**src/rtl/keypad_scanner.sv**
```systemverilog
// 4x4 matrix keypad scanner with debounce and key-code output.
// Optional auto-repeat when TYPEMATIC_EN is defined.
module keypad_scanner #(
  parameter int SCAN_TICKS = 50000,
  parameter int DEB_COUNT  = 20,
  parameter int REP_DELAY  = 500,
  parameter int REP_RATE   = 100
) (
  input  logic       clk,
  input  logic       rst_n,
  input  logic [3:0] row_n,
  output logic [3:0] col_n,
  output logic [3:0] key_code,
  output logic       key_valid,
  output logic       key_held
);

  localparam int PW = $clog2(SCAN_TICKS);
  localparam int CW = $clog2(DEB_COUNT + 1);

  typedef enum logic [1:0] {
    SCAN,
    DEBOUNCE,
    PRESSED
  } state_t;

  state_t        state, state_nx;
  logic [3:0]    row_s1, row_s2;
  logic [PW-1:0] pre;
  logic          tick;
  logic [1:0]    col, col_nx;
  logic [1:0]    cand, cand_nx;
  logic [CW-1:0] cnt, cnt_nx;
  logic [CW-1:0] rel, rel_nx;
  logic [3:0]    code_nx;
  logic          valid_nx, held_nx;
  logic [3:0]    rows;
  logic          one_hot;
  logic [1:0]    ridx;
  logic          match, all_high;

`ifdef TYPEMATIC_EN
  localparam int RMAX = (REP_DELAY > REP_RATE) ? REP_DELAY : REP_RATE;
  localparam int RW   = $clog2(RMAX + 1);
  logic [RW-1:0] rep, rep_nx, rep_tgt;
  logic          fast, fast_nx;
  assign rep_tgt = fast ? RW'(REP_RATE) : RW'(REP_DELAY);
`endif

  function automatic logic [3:0] map(input logic [1:0] r,
                                     input logic [1:0] c);
    logic [3:0] k;
    case ({r, c})
      4'h0:    k = 4'hE;
      4'h1:    k = 4'hD;
      4'h2:    k = 4'hC;
      4'h3:    k = 4'h5;
      4'h4:    k = 4'hB;
      4'h5:    k = 4'hA;
      4'h6:    k = 4'h9;
      4'h7:    k = 4'h4;
      4'h8:    k = 4'h8;
      4'h9:    k = 4'h7;
      4'hA:    k = 4'h6;
      4'hB:    k = 4'h3;
      4'hC:    k = 4'h1;
      4'hD:    k = 4'hF;
      4'hE:    k = 4'h0;
      default: k = 4'h2;
    endcase
    return k;
  endfunction

  assign col_n = ~(4'b0001 << col);
  assign tick  = (pre == PW'(SCAN_TICKS - 1));

  // two-flop synchronizer for the asynchronous row inputs
  always_ff @(posedge clk or negedge rst_n) begin
    if (!rst_n) begin
      row_s1 <= 4'hF;
      row_s2 <= 4'hF;
    end else begin
      row_s1 <= row_n;
      row_s2 <= row_s1;
    end
  end

  // free-running prescaler producing the scan tick
  always_ff @(posedge clk or negedge rst_n) begin
    if (!rst_n) pre <= '0;
    else if (tick) pre <= '0;
    else pre <= pre + 1'b1;
  end

  // decode synchronized rows; ridx only meaningful when one_hot
  always_comb begin
    rows     = ~row_s2;
    one_hot  = (rows != 4'h0) && ((rows & (rows - 4'h1)) == 4'h0);
    ridx     = {rows[3] | rows[2], rows[3] | rows[1]};
    match    = (row_s2 == ~(4'b0001 << cand));
    all_high = (row_s2 == 4'hF);
  end

  // next-state and output logic
  always_comb begin
    state_nx = state;
    col_nx   = col;
    cand_nx  = cand;
    cnt_nx   = cnt;
    rel_nx   = rel;
    code_nx  = key_code;
    valid_nx = 1'b0;
    held_nx  = key_held;
`ifdef TYPEMATIC_EN
    rep_nx   = rep;
    fast_nx  = fast;
`endif
    if (tick) begin
      unique case (state)
        SCAN: begin
          if (one_hot) begin
            cand_nx  = ridx;
            cnt_nx   = CW'(1);
            state_nx = DEBOUNCE;
          end else begin
            col_nx = col + 2'd1;
          end
        end
        DEBOUNCE: begin
          if (!match) begin
            state_nx = SCAN;
            col_nx   = col + 2'd1;
            cnt_nx   = '0;
          end else if (cnt == CW'(DEB_COUNT - 1)) begin
            state_nx = PRESSED;
            cnt_nx   = '0;
            rel_nx   = '0;
            valid_nx = 1'b1;
            held_nx  = 1'b1;
            code_nx  = map(cand, col);
`ifdef TYPEMATIC_EN
            rep_nx   = '0;
            fast_nx  = 1'b0;
`endif
          end else begin
            cnt_nx = cnt + 1'b1;
          end
        end
        PRESSED: begin
          if (all_high) begin
`ifdef TYPEMATIC_EN
            rep_nx  = '0;
            fast_nx = 1'b0;
`endif
            if (rel == CW'(DEB_COUNT - 1)) begin
              state_nx = SCAN;
              col_nx   = col + 2'd1;
              held_nx  = 1'b0;
              rel_nx   = '0;
            end else begin
              rel_nx = rel + 1'b1;
            end
          end else begin
            rel_nx = '0;
`ifdef TYPEMATIC_EN
            if (!row_s2[cand]) begin
              if (rep + 1'b1 == rep_tgt) begin
                valid_nx = 1'b1;
                rep_nx   = '0;
                fast_nx  = 1'b1;
              end else begin
                rep_nx = rep + 1'b1;
              end
            end
`endif
          end
        end
        default: state_nx = SCAN;
      endcase
    end
  end

  // state and datapath registers
  always_ff @(posedge clk or negedge rst_n) begin
    if (!rst_n) begin
      state     <= SCAN;
      col       <= 2'd0;
      cand      <= 2'd0;
      cnt       <= '0;
      rel       <= '0;
      key_code  <= 4'h0;
      key_valid <= 1'b0;
      key_held  <= 1'b0;
    end else begin
      state     <= state_nx;
      col       <= col_nx;
      cand      <= cand_nx;
      cnt       <= cnt_nx;
      rel       <= rel_nx;
      key_code  <= code_nx;
      key_valid <= valid_nx;
      key_held  <= held_nx;
    end
  end

`ifdef TYPEMATIC_EN
  // auto-repeat counter registers
  always_ff @(posedge clk or negedge rst_n) begin
    if (!rst_n) begin
      rep  <= '0;
      fast <= 1'b0;
    end else begin
      rep  <= rep_nx;
      fast <= fast_nx;
    end
  end
`endif

endmodule

```
**config.mk**
```make
export PLATFORM = sky130hd
export DESIGN_NAME = keypad_scanner
export DESIGN_NICKNAME = d
export VERILOG_FILES = /design/src/rtl/keypad_scanner.sv
export SDC_FILE = /design/constraint.sdc
export NUM_CORES = 1
export LEC_CHECK = 0
export BUFFER_PORTS_ARGS = -buffer_cell sky130_fd_sc_hd__buf_2
export CAP_MARGIN = 10
export CORE_MARGIN = 2
export CORE_UTILIZATION = 60
export CTS_CLUSTER_DIAMETER = 150
export DETAILED_ROUTE_END_ITERATION = 10
export PLACE_DENSITY = 0.79
export SETUP_SLACK_MARGIN = 0.15
export SLEW_MARGIN = 20
export SYNTH_ARGS = -nofsm -noshare
export SYNTH_HDL_FRONTEND = slang
export SYNTH_SLANG_ARGS = --single-unit
```
**constraint.sdc**
```tcl
create_clock -name clk -period 2.5 [get_ports clk]
set_input_delay 0.5 -clock clk [delete_from_list [all_inputs] [get_ports clk]]
set_output_delay 0.5 -clock clk [all_outputs]
set_load 0.005 [all_outputs]
```
## Word-level counts from Yosys, hierarchy flattened

Memories as Yosys holds them, arrays and structs flattened. A register that Yosys moved wholly into a read port is not among the register bits.
Cells that the tools add are included.

| operators by class | value |
|---|---|
| add/sub/neg operators | 5 |
| eq/ne operators | 15 |
| shifts and indexed selects | 2 |
| muxes and demuxes | 30 |
| bitwise operators | 6 |
| reductions and logical operators | 15 |

Operator list:

| kind | count |
|---|---|
| 2-to-1 mux 5 bit | 7 |
| one-hot mux 5 bit (2 select lines) | 2 |
| 2-to-1 mux 2 bit | 9 |
| adder 16 x 1 -> 16 bit, second input constant | 1 |
| == test 16 bit, second input constant | 1 |
| 2-to-1 mux 16 bit | 1 |
| != test 2 bit, second input constant | 7 |
| inverter 4 bit | 3 |
| one-hot mux 2 bit (3 select lines) | 2 |
| AND reduction 6 bit | 2 |
| adder 5 x 1 -> 5 bit, second input constant | 2 |
| == test 5 bit, second input constant | 2 |
| 2-to-1 mux 1 bit | 8 |
| AND reduction 4 bit | 2 |
| left shift 1 x 2 -> 4 bit, first input constant | 2 |
| AND reduction 3 bit | 2 |
| AND reduction 5 bit | 1 |
| bitwise AND 4 bit | 1 |
| == test 4 bit | 1 |
| == test 4 bit, second input constant | 1 |
| zero test 4 bit | 1 |
| nonzero test 2 bit | 2 |
| nonzero test 4 bit | 1 |
| subtractor 4 x 1 -> 4 bit, second input constant | 1 |
| 10 further kinds | 11 |

| storage, ports and cells | value |
|---|---|
| bits in registers | 42 |
| memory bits (read-only) | 64 |
| input bits | 6 |
| output and inout bits | 10 |
| memories kept | 1 |

Memories:

| memory | depth | width | read ports | clocked after Yosys merged registers in | write ports | line | source |
|---|---|---|---|---|---|---|---|
| (no name shown) | 16 | 4 | 1 | 1 | 0 | 53 | `case ({r, c})` |

## Longest topological paths before layout

| depth | value |
|---|---|
| depth in word-level cells | 7 |
| gate-level depth with buffers | 7 |

## Least setup slack after synthesis

Ideal clock, no wire load.

| path | value |
|---|---|
| kind | register -> register |
| start | register row_s2[3] |
| end | register rel[0] |
| setup time | 118 ps |
| data arrival time | 1722 ps |
| required time | 2382 ps |
| path slack | 660 ps |
| stages on the path, launching flop included | 7 |
| buffers on the path | 1 |
| period minus slack after synthesis | 1840 ps |
| path through | dfstp_2 -> buf_4 -> or3b_1 -> a21oi_2 -> nor3_2 -> or2_4 -> a21o_1 |

| on the way | value |
|---|---|
| cells in the longest elaborated chain, start to end | 3 |
| elaborated cells between the ends (all ways) | 6 |

RTL lines:

| what | line | source |
|---|---|---|
| start: declaration | 28 | `logic [3:0] row_s1, row_s2;` |
| start signal: assignment | 84 | `row_s2 <= row_s1;` |
| == test 4 bit (on tied branches) | 100, 101 |  |
| != test 2 bit (no source line) or 2-to-1 mux 5 bit (tied branches) | - |  |
| AND reduction 4 bit (no source line) or one-hot mux 5 bit (2 select lines) (tied branches) | - |  |
| end signal: assignment | 199 | `rel <= rel_nx;` |
| end: declaration | 34 | `logic [CW-1:0] rel, rel_nx;` |

Parallel ways exist; a longest one is shown, timed or not.
A chain may end at the register's enable or synchronous reset.

## Final worst setup path

| path | value |
|---|---|
| start | register row_s2[3] |
| end | register key_held |

| on the way | value |
|---|---|
| cells in the longest elaborated chain, start to end | 3 |
| elaborated cells between the ends (all ways) | 5 |

RTL lines:

| what | line | source |
|---|---|---|
| == test 4 bit (on tied branches) | 101, 100 |  |
| != test 2 bit (no source line) | - |  |
| AND reduction 6 bit (no source line) (*) | - |  |
| end signal: assignment | 202 | `key_held <= held_nx;` |
| end: declaration | 15 | `output logic key_held` |

Every way passes the cells marked *; elsewhere a longest branch is shown, timed or not.

==> results.ini <==
[sta]
worst_slew_pin_slew_ns=0.436
period_share_pct=77.8
setup_viol=0
slew-limit-headroom_pct=70.8
slew_violations=0
min_period_ns=1.95
rsz0062_at_grt=false
fin_tns_setup_ns=0
finalHoldViolCount=0
fmax_mhz=514
finClkSkew_ns=0.0127

[route]
route.detailed.drc=0
drt_first_pass_iters=4
num_vias=1746
wirelength_um=4270
ant_nets=0
drt_iter0_drc=91
wl_per_cell_um=13.9
routed_via_density=5.69

[finish]
fin_nets=270
design_area_um2=2740
syn2layout_area_growth_pct=9.71
antenna_cells=0
layout-drive-gt1-share_pct=22.2

[logic_synthesis]
synth_area_um2=2500
ys_seq_elements=46
synth_ff_type=dfrtp_1
synthTopCellsByCount=dfrtp_1, nor2_1, nand3_1, nand2_1, inv_1
synth-edff-count=0
synth.avg_cell_area_um2=10.5
synth_nets=252
synthArstFlopShare_pct=100
synth_top_area_share_pct=38.0
synth.most_common_cell=dfrtp_1
synth_area_leader_cell=dfrtp_1
synthTopCellsByArea=dfrtp_1, dfstp_2, ha_1
ys_types=59
synth_cells=238
synth_warnings=0
seq_area_frac_synth_pct=46.4

[cts]
htree_levels=2
cts_tree=done
root_buffer=clkbuf_8
post-cts-setup-buffers=0
clockBufferDepth=2
clock_sinks=46
path_clk_slew_ns=0.09
cts_buffers=5
clkLatencyLatePin_ns=0.31
cts_hold_buf=0
cts_resized=0

[global_route]
grt-ovfl-total=0
grt_pass1_vias=1716
grtUsageTotal_pct=21.9
grt_max_degree=19
grt_pass1_wl_um=7620
antenna_found_initial=0

[worst_hold_path]
hold_class=in -> async

[placed_design]
place.gp.congestion=0.868
place_hpwl_um=3170
port_buffers=15
dpl_cell_area_um2=2610

[floorplan]
die_y_um=68.6
start_util_pct=62.5
die_w_um=68.6
die-area_um2=4700
pin_count=16
fp-row-count=23
core_area_um2=4000

[run_status]
outcome=finished, final reports clean

[critical_path]
cp-start-kind=flip-flop
required_ns=2.73
cp_max_fo=10
worstSetupEndpointType=flip-flop
worstSetupPathType=reg -> reg
cp.arrival_ns=2.17

[run]
cap_violations=0

[power]
powerDensity_nw_per_um2=530
p_leak_uw=0.00123
ir_worst_vdd_mv=0.522

==> state kept, by name, indices dropped and copies added (netlist names) <==
| signal | flops |
|---|---|
| pre | 16 |
| cnt | 5 |
| rel | 5 |
| key_code | 4 |
| row_s1 | 4 |
| row_s2 | 4 |
| cand | 2 |
| col | 2 |
| state | 2 |
| key_held | 1 |
| key_valid | 1 |
==> power by group <==
part | internal [uW] | switching, uW
combinational | 10.9 | 22.2
clock | 400 | 259
sequential | 755 | 7.06
==> cell type report <==
cell class	count	area [um^2]
flip-flops and latches	46	1160
clock inverters	3	68.8
clock buffers	5	68.8
well taps	50	62.6
repair buffers	18	97.6
fillers	298	1260
inverters	12	45.0
multi-input cells	173	1240
==> logic make-up (layout without fill, tap and decap cells) <==
| logic type | after synthesis | in the layout | synth area share [%] |
|---|---|---|---|
| AOI/OAI and AO/OA | 40 | 40 | 11.5 |
| xor gates and xnor gates | 16 | 16 | 5.61 |
| adders and majority gates | 8 | 8 | 4.00 |
| buffers and inverters | 19 | 38 | 4.00 |
| DFF | 46 | 46 | 46.4 |
| muxes | 5 | 5 | 2.80 |
| and+or+nand+nor | 104 | 104 | 25.6 |
==> metrics by stage <==
step	power (uW)	utilization (%)	worst slack, ns	std cells	hold slack, ns
6_report	1450	68.6	0.555	307	0.0889
3_3_place_gp	810	65.1	0.647	299	0.346
2_1_floorplan	788	-	0.660	238	0.204
5_1_grt	1510	68.6	0.441	307	0.112
3_5_place_dp	811	65.1	0.587	299	0.351
4_1_cts	1470	68.6	0.562	307	0.0955
==> per-layer routing <==
metal | part of all wire (%) | vias to the layer above | wire (um) | track usage (%)
li1 | - | 877 | - | -
met1 | 47 | 846 | 2010 | 27.6
met2 | 49 | 16 | 2090 | 36.8
met3 | 2.3 | 7 | 97 | 4.87
met4 | 1.6 | 0 | 70 | 8.25
met5 | 0 | - | 0 | 0
==> worst max-delay path: stages, from the launching register on <==
cell     delay (ns)
dfstp_2        0.61
or3b_1         0.38
a21oi_2        0.25
or2_1          0.31
a41oi_1        0.15
a21oi_1        0.16
==> layout by cell type, fill, tap and decap left out, types with 2 or more instances in the layout <==
master | Yosys | layout
a21o_1 | 3 | 3
nor2b_1 | 3 | 3
dfstp_2 | 8 | 8
or3b_1 | 2 | 2
nand2_1 | 15 | 15
or2_2 | 3 | 3
nand3_1 | 19 | 19
o211ai_2 | 2 | 2
inv_1 | 12 | 12
o2bb2ai_1 | 2 | 2
buf_2 | 2 | 15
and4_1 | 2 | 2
o211ai_1 | 2 | 2
and2_1 | 4 | 4
nand4b_1 | 3 | 3
and4bb_2 | 3 | 3
a211oi_1 | 2 | 2
nor3_1 | 4 | 4
buf_4 | 2 | 3
and3_1 | 3 | 3
o21ai_1 | 6 | 6
xor2_1 | 6 | 6
o31ai_1 | 2 | 2
bufinv_16 | 0 | 2
nor2_1 | 22 | 22
nor4_1 | 2 | 2
xnor2_1 | 10 | 10
and2b_2 | 2 | 2
clkbuf_8 | 0 | 5
o21ai_0 | 7 | 7
a21oi_1 | 8 | 8
dfrtp_1 | 38 | 38
or2_4 | 2 | 2
nand3b_1 | 2 | 2
ha_1 | 8 | 8
==> worst paths after layout <==
path                            cells after the start  slack, ns                      end                start
worst max-delay path                                5       0.55     key_held$_DFFE_PN0P_  row_s2[3]$_DFF_PN1_
worst min-delay path                                1       0.09  key_code[1]$_DFFE_PN0P_                rst_n
worst max register to register                      5       0.55     key_held$_DFFE_PN0P_  row_s2[3]$_DFF_PN1_
worst min register to register                      0       0.35      row_s2[3]$_DFF_PN1_  row_s1[3]$_DFF_PN1_
max in group asynchronous                           2       1.79      row_s2[0]$_DFF_PN1_                rst_n
min in group clk                                    1       0.29      row_s1[1]$_DFF_PN1_             row_n[1]
(Power assumes the default switching activity.)
